[src/rtl/keypad_scanner.sv]
// 4x4 keypad row scanner with single-key debounce; presents a one-hot {row,col} key code.
module keypad_scanner #(
  parameter int unsigned SCAN_DIV     = 12000,
  parameter int unsigned DEBOUNCE_CNT = 5
) (
  input  logic       clk,
  input  logic       reset_n,
  input  logic [3:0] col_in,
  output logic [3:0] row_drive,
  output logic [7:0] key_code,
  output logic       key_press,
  output logic       key_release
);

  localparam int unsigned DIV_W = $clog2(SCAN_DIV);
  localparam int unsigned CNT_W = $clog2(DEBOUNCE_CNT + 1);

  typedef enum logic [1:0] {
    SCAN  = 2'd0,
    DEB_P = 2'd1,
    HELD  = 2'd2,
    DEB_R = 2'd3
  } state_t;

  state_t             state, state_nxt;
  logic [3:0]         sync1, cs;
  logic [DIV_W-1:0]   div;
  logic               tick;
  logic [CNT_W-1:0]   cnt, cnt_nxt, cnt_inc;
  logic               cnt_done;
  logic [3:0]         cap_row, cap_row_nxt;
  logic [3:0]         cap_col, cap_col_nxt;
  logic [3:0]         row_nxt, row_rot;
  logic [7:0]         code_nxt;
  logic               press_nxt, release_nxt;
  logic               cs_onehot;

  // Two-flop synchronizer for the asynchronous column inputs.
  always_ff @(posedge clk or negedge reset_n) begin
    if (!reset_n) begin
      sync1 <= 4'd0;
      cs    <= 4'd0;
    end else begin
      sync1 <= col_in;
      cs    <= sync1;
    end
  end

  // Free-running row dwell / sample divider.
  always_ff @(posedge clk or negedge reset_n) begin
    if (!reset_n) begin
      div <= '0;
    end else if (div == DIV_W'(SCAN_DIV - 1)) begin
      div <= '0;
    end else begin
      div <= div + DIV_W'(1);
    end
  end

  assign tick      = (div == DIV_W'(SCAN_DIV - 1));
  assign cs_onehot = (cs != 4'd0) && ((cs & (cs - 4'd1)) == 4'd0);
  assign row_rot   = {row_drive[0], row_drive[3:1]};
  assign cnt_inc   = (cnt == CNT_W'(DEBOUNCE_CNT)) ? cnt : cnt + CNT_W'(1);
  assign cnt_done  = (cnt_inc == CNT_W'(DEBOUNCE_CNT));

  // State, capture and output registers.
  always_ff @(posedge clk or negedge reset_n) begin
    if (!reset_n) begin
      state       <= SCAN;
      cnt         <= '0;
      cap_row     <= 4'd0;
      cap_col     <= 4'd0;
      row_drive   <= 4'b1000;
      key_code    <= 8'd0;
      key_press   <= 1'b0;
      key_release <= 1'b0;
    end else begin
      state       <= state_nxt;
      cnt         <= cnt_nxt;
      cap_row     <= cap_row_nxt;
      cap_col     <= cap_col_nxt;
      row_drive   <= row_nxt;
      key_code    <= code_nxt;
      key_press   <= press_nxt;
      key_release <= release_nxt;
    end
  end

  // Scan / debounce decisions, taken only on sample ticks.
  always_comb begin
    state_nxt   = state;
    cnt_nxt     = cnt;
    cap_row_nxt = cap_row;
    cap_col_nxt = cap_col;
    row_nxt     = row_drive;
    code_nxt    = key_code;
    press_nxt   = 1'b0;
    release_nxt = 1'b0;
    if (tick) begin
      case (state)
        SCAN: begin
          if (cs_onehot) begin
            cap_row_nxt = row_drive;
            cap_col_nxt = cs;
            cnt_nxt     = '0;
            state_nxt   = DEB_P;
          end else begin
            row_nxt = row_rot;
          end
        end
        DEB_P: begin
          if (cs == cap_col) begin
            cnt_nxt = cnt_inc;
            if (cnt_done) begin
              code_nxt  = {cap_row, cap_col};
              press_nxt = 1'b1;
              cnt_nxt   = '0;
              state_nxt = HELD;
            end
          end else begin
            cnt_nxt   = '0;
            row_nxt   = row_rot;
            state_nxt = SCAN;
          end
        end
        HELD: begin
          if (cs != cap_col) begin
            cnt_nxt   = '0;
            state_nxt = DEB_R;
          end
        end
        DEB_R: begin
          if (cs == cap_col) begin
            cnt_nxt   = '0;
            state_nxt = HELD;
          end else if (cs == 4'd0) begin
            cnt_nxt = cnt_inc;
            if (cnt_done) begin
              code_nxt    = 8'd0;
              release_nxt = 1'b1;
              cnt_nxt     = '0;
              row_nxt     = row_rot;
              state_nxt   = SCAN;
            end
          end else begin
            cnt_nxt = '0;
          end
        end
        default: state_nxt = SCAN;
      endcase
    end
  end

endmodule

[config.mk]
export PLATFORM = sky130hd
export DESIGN_NAME = keypad_scanner
export DESIGN_NICKNAME = d
export VERILOG_FILES = /design/src/rtl/keypad_scanner.sv
export SDC_FILE = /design/constraint.sdc
export NUM_CORES = 1
export LEC_CHECK = 0
export ABC_AREA = 1
export CAP_MARGIN = 20
export CELL_PAD_IN_SITES_DETAIL_PLACEMENT = 2
export CELL_PAD_IN_SITES_GLOBAL_PLACEMENT = 2
export CORE_MARGIN = 2
export CORE_UTILIZATION = 33
export CTS_BUF_LIST = sky130_fd_sc_hd__clkbuf_8
export DETAILED_ROUTE_END_ITERATION = 6
export PLACE_DENSITY_LB_ADDON = 0.12
export RECOVER_POWER = 25
export SYNTH_ARGS = -nofsm -noshare
export SYNTH_HDL_FRONTEND = slang
export SYNTH_SLANG_ARGS = --single-unit
export TNS_END_PERCENT = 10
[constraint.sdc]
create_clock -name clk -period 1.6 [get_ports clk]
set_clock_uncertainty 0.1 [all_clocks]
set_input_delay 0.32 -clock clk [delete_from_list [all_inputs] [get_ports clk]]
set_output_delay 0.32 -clock clk [all_outputs]
set_load 0.02 [all_outputs]
==> summary.txt, run 1 <==
Status
  – Status: finished, violations left
  – Violated checks: negative setup slack

CTS
  – Root Buffer: clkbuf_8
  – CTS buffer count: 5
  – TritonCTS clock tree: done
  – Worst-path clk slew: 0.10 ns
  – Clock Sinks: 49
  – CTS H-tree depth: 2
  – Clk_lat worst skew: 0.31 ns
  – Clock buffer depth: 2

Synth
  – Synth top area cells: dfrtp_1, nand2_1, o21ai_2
  – Mean Syn Cell Area: 8.80 um^2
  – Synth Warn #: 0
  – Top cell type's share of synthesized area: 48.6%
  – Cell Area, Synth: 2470 um^2
  – Post-synthesis sequential area ratio: 49.6%
  – Yosys cell types: 27
  – #FFs+latches synth: 49
  – Post-Synthesis Cells: 281
  – Mapped Nets: 290
  – Biggest area consumer among synthesized cells: dfrtp_1

Min path
  – Hold depth: 0
  – Worst min path class: flip-flop to flip-flop

Placement
  – # port buffers: 19
  – Placed wire-length estimate: 5160 um
  – GPL Wtd Cong: 0.770

Routing
  – Antenna Nets Post-Route: 0
  – DRC Markers: 0
  – 1st-iter DRT viols: 40
  – Per-cell routed wire length: 19.6 um
  – Drt total wl: 9380 um
  – Drt pass-1 iters: 4
  – Vias post-DR: 2,358
  – Via density: 4.92

Run
  – Max cap viols: 0

Worst setup path
  – Slowest CP cell: dfrtp_1
  – R2R cell count: 8
  – R2R Setup Slk: -0.32 ns
  – Critical path arrival: 2.06 ns
  – Critical path cell sequence: inv_2 > nand2_1 > buf_4 > nor2_4 > nand4_1 > nor2_4 > nand2_4 > o21ai_2
  – CP Class: flip-flop to flip-flop
  – Crit path launch type: flip-flop
  – Worst Path Max Fanout: 8
  – Crit path capture type: flip-flop
  – Worst path required time: 1.74 ns
  – CP dominant cell by count: nor2_4
  – Critical path's largest stage delay: 0.41 ns

Floorplanning
  – Initial core utilization: 34.1%
  – Ports: 20
  – Core ar.: 7250 um^2
  – Die X: 90.6 um
  – Row cnt: 31
  – Die height: 90.6 um
  – Die area: 8200 um^2

Global routing
  – Largest net degree at the start of global routing: 50
  – Total grt overflow: 0
  – Antenna violations before repair: 0
  – Vias in the first global route: 2,672
  – GRT Total Usage: 21.4%
  – First-pass GRT wire length: 14,000 um

Timing
  – Min Tclk post-route: 1.92 ns
  – Slew Limit Fails: 0
  – Final setup fails: 36
  – Slew @ Worst Pin: 0.710 ns
  – Final worst slack: -0.323 ns
  – Fin crit share: 120%
  – Final Hold Fails: 0
  – Worst slew margin: 52.7%
  – Max Fclk: 0.520 GHz
  – RSZ-0062 raised after global routing: true

Layout
  – Syn-to-layout area delta: 50.4%
  – Antenna diode count: 0
  – Nets: 388
  – Layout Utilization: 51.3%
  – Layout cells sized above 1: 47.1%

Power and ir drop
  – Tot Pwr: 2.28 mW
  – PwrDens: 613 nW/um^2
  – Pleak: 1.85 nW
  – VDD IR max: 366 uV
[critical path, delay by kind of cell (launching register included)]
kind / cells / cell delay (ns)
simple gates: 5 / 0.94
buf+inv: 2 / 0.24
compound gates: 1 / 0.16
flops: 1 / 0.41
[placed cells by master, fill, tap and decap left out, types with 10 or more instances in the layout]
| master | n |
|---|---|
| buf_4 | 65 |
| nand2_1 | 62 |
| dfrtp_1 | 47 |
| inv_1 | 27 |
| o21ai_2 | 20 |
| nand2_2 | 15 |
| nor2_1 | 14 |
| dlygate4sd2_1 | 13 |
| inv_2 | 10 |
| nor2_4 | 10 |
[power breakdown]
group          internal [mW]  switching [mW]
clock                  0.459           0.464
combinational         0.0366          0.0651
sequential              1.25         0.00822
[cell families (layout without fill, tap and decap cells)]
group	after synthesis	after routing	synth area share, %
and+or+nand+nor	154	156	32.0
adders and majority gates	3	3	1.52
xor gates and xnor gates	3	3	1.06
DFF	49	49	49.6
AOI/OAI and AO/OA	33	33	9.31
buffers and inverters	39	136	6.53
[final timing paths]
path	start	endpoint
worst max-delay path	div[8]$_DFF_PN0_	key_code[7]$_DFFE_PN0P_
worst min-delay path	sync1[2]$_DFF_PN0_	cs[2]$_DFF_PN0_
worst min register to register	sync1[2]$_DFF_PN0_	cs[2]$_DFF_PN0_
max in group asynchronous	reset_n	cnt[0]$_DFFE_PN0P_
min in group asynchronous	reset_n	cnt[2]$_DFFE_PN0P_
worst max register to register	div[8]$_DFF_PN0_	key_code[7]$_DFFE_PN0P_
[sequential cells by signal, indices dropped and copies added, names as in the netlist, 3 cells and up, named ones only]
name,cells
key_code,8
sync1,4
cs,4
row_drive,4
cap_col,4
div,14
cap_row,4
cnt,3
[routing by layer]
metal / vias to the layer above / global-route usage (%) / wire, um
met3: 13 / 2.59 / 192
li1: 1089 / - / -
met4: 0 / 4.36 / 136
met2: 39 / 38.5 / 5090
met5: - / 0 / 0
met1: 1217 / 27.5 / 3960
[per-stage QoR]
stage | std cells | hold slack (ns) | instance area [um^2] | TNS [ns] | worst slack (ns)
after floorplan | 281 | -0.0756 | 2490 | -0.158 | -0.0422
after global placement | 447 | 0.232 | 3170 | -3.21 | -0.194
after detailed placement | 447 | 0.236 | 3170 | -4.74 | -0.234
after CTS | 472 | 0.258 | 3500 | -5.19 | -0.241
after global routing | 479 | 0.272 | 3720 | -10.31 | -0.433
final | 479 | 0.256 | 3720 | -7.05 | -0.323
[cells in the mapped netlist]
library cell,n
nor3b_1,1
nand2_2,11
a21oi_1,4
dfstp_2,1
ha_1,3
nand3_1,18
buf_6,2
inv_2,5
nor3_1,4
nand3b_4,1
nor2_8,1
o21ai_2,16
dfrtp_1,48
nor3_4,1
nor2_2,5
nand4_1,6
o21ai_0,11
nand2_4,2
nand2_1,73
nand3b_1,1
nor2_1,21
nor2_4,5
a211oi_1,1
nand3_2,4
o21a_1,1
inv_1,32
xor2_1,3
[cell type report]
| cell class | count | area (um^2) |
|---|---|---|
| fill | 789 | 3530 |
| clock buffer | 5 | 68.8 |
| clock inverter | 3 | 38.8 |
| timing repair buffer | 91 | 749 |
| inverter | 37 | 141 |
| sequential | 49 | 1230 |
| multi-input combinational | 195 | 1370 |
| tap | 99 | 124 |
[repair_timing]
| item | CTS | global route |
|---|---|---|
| hold buffers | 1 | 0 |
| resized for setup | 37 | 50 |
| gates cloned | 2 | 0 |
| hold endpoints to repair | 48 | 0 |
| endpoints found under the setup margin | 46 | 37 |
| buffers inserted | 14 | 7 |
| pin swaps | 14 | 24 |
No activity file was read; power rests on OpenSTA's default activity.
==> run 2: changes to the inputs <==
Settings changed: REMOVE_ABC_BUFFERS set to 1, TNS_END_PERCENT 10 to 5.
==> summary.txt, run 2 (same netlist as run 1, synthesis figures left out) <==
Power and ir drop
  – Tot Pwr: 2.17 mW
  – PwrDens: 645 nW/um^2
  – VDD IR max: 440 uV
  – Pleak: 1.67 nW

Global routing
  – Antenna violations before repair: 0
  – GRT Total Usage: 19.6%
  – Largest net degree at the start of global routing: 50
  – First-pass GRT wire length: 12,600 um
  – Vias in the first global route: 2,551
  – Total grt overflow: 0

Timing
  – Worst slew margin: 54.7%
  – Slew Limit Fails: 0
  – Final Hold Fails: 0
  – Min Tclk post-route: 1.75 ns
  – Hold WS: 0.260 ns
  – Max Fclk: 0.570 GHz
  – Final setup fails: 32
  – Slew @ Worst Pin: 0.679 ns
  – Final worst slack: -0.154 ns
  – Fin crit share: 110%
  – RSZ-0062 raised after global routing: true

Layout
  – Register area: 1230 um^2
  – Non-Filler Instances: 456
  – Most frequent cells in the layout: nand2_1, buf_4, dfrtp_1
  – Number of fill cells: 827
  – Nets: 365
  – Syn-to-layout area delta: 36.3%
  – Area of the multi-input gates: 1220 um^2
  – Top Registers: div x14, key_code x8
  – Layout cells sized above 1: 40.1%
  – Max FFs per register: 14
  – Most common cell after layout, fill and taps aside: nand2_1
  – Final instance area: 3370 um^2
  – Antenna diode count: 0
  – Biggest register: div

Routing
  – Drt pass-1 iters: 4
  – Antenna Nets Post-Route: 0
  – Vias post-DR: 2,115
  – Per-cell routed wire length: 15.6 um
  – 1st-iter DRT viols: 50
  – Drt total wl: 7110 um
  – Via density: 4.64
  – DRC Markers: 0

Worst setup path
  – Crit path launch type: flip-flop
  – Critical path arrival: 1.87 ns
  – CP Class: flip-flop to flip-flop
  – Crit path capture type: flip-flop
  – Worst path required time: 1.71 ns
  – Worst Path Max Fanout: 4
  – R2R Setup Slk: -0.15 ns

CTS
  – Worst-path clk slew: 0.10 ns
  – CTS buffer count: 5
  – Clk_lat worst skew: 0.32 ns
  – Clock buffer depth: 2
  – CTS H-tree depth: 2
  – TritonCTS clock tree: done
  – Root Buffer: clkbuf_8
  – Clock Sinks: 49

Floorplanning
  – Die height: 90.6 um
  – Die area: 8200 um^2
  – Initial core utilization: 34.1%
  – Die X: 90.6 um
  – Ports: 20
  – Row cnt: 31
  – Core ar.: 7250 um^2

Status
  – Status: finished, violations left
  – Violated checks: negative setup slack

Run
  – Max cap viols: 0

Placement
  – DP Area: 3120 um^2
  – Place WS: -0.301 ns
  – # port buffers: 19
  – GPL Wtd Cong: 0.804
  – Placed wire-length estimate: 4840 um
  – Dpl cells: 443

Min path
  – Worst min path class: flip-flop to flip-flop
==> run 2: changes by cell type in the layout (fill, tap and decap cells not counted), sizes merged <==
cell           change
buf               -21
nand3b             -1
bufinv             -1
clkdlybuf4s15      -1
nand2              -1
clkbuf             +2
==> run 2: power by group <==
group          total, mW  internal [mW]  switching, mW
Sequential          1.26           1.25         0.0105
Combinational     0.0932         0.0343         0.0589
Clock              0.821          0.360          0.462
==> run 2: metrics by stage <==
stage | setup TNS, ns | utilization [%]
5_1_grt | -7.75 | 46.5
6_report | -3.31 | 46.5
3_3_place_gp | -4.01 | 43.0
2_1_floorplan | -1.02 | -
3_5_place_dp | -6.46 | 43.0
4_1_cts | -3.52 | 46.1
==> run 2: area by class of cell <==
cell class	instances	area share, %
clock inverters	2	0.520
inverters	37	4.12
clock buffers	6	2.45
flip-flops and latches	49	36.5
multi-input cells	193	36.3
well taps	99	3.67
repair buffers	70	16.4
==> run 2: repair_timing <==
item	4_1_cts	5_1_grt
gates resized for setup	44	18
buffers inserted	4	0
pin swaps	13	3
endpoints found under the hold margin	48	0
endpoints found under the setup margin	47	38
hold buffers	1	0
==> run 2: final timing paths <==
| path | startpoint | end | cells after the start |
|---|---|---|---|
| max reg2reg | cnt[1]$_DFFE_PN0P_ | state[0]$_DFFE_PN0P_ | 12 |
| max in group asynchronous | reset_n | cs[0]$_DFF_PN0_ | 3 |
| max | cnt[1]$_DFFE_PN0P_ | state[0]$_DFFE_PN0P_ | 12 |
| min | sync1[3]$_DFF_PN0_ | cs[3]$_DFF_PN0_ | 0 |
| min in group asynchronous | reset_n | key_code[6]$_DFFE_PN0P_ | 3 |
| min reg2reg | sync1[3]$_DFF_PN0_ | cs[3]$_DFF_PN0_ | 0 |
==> run 2: critical path, cell delays in order, from the launching register on <==
cell and delay, ns:
dfrtp_1 0.42, inv_2 0.09, ha_4 0.16, nand2_4 0.07
buf_4 0.15, nand2_1 0.07, nor2_1 0.07, nor2_4 0.13
nor2_2 0.06, nor2_2 0.13, nand3_1 0.09, nand2_1 0.07
nand2_1 0.05
==> run 2: metal layers <==
| metal | up-vias | part of all wire, % | GRT usage [%] |
|---|---|---|---|
| met5 | - | 0 | 0 |
| li1 | 1042 | - | - |
| met2 | 17 | 53 | 35.7 |
| met1 | 1050 | 44 | 23.4 |
| met4 | 0 | 1.4 | 5.77 |
| met3 | 6 | 1.9 | 3.42 |
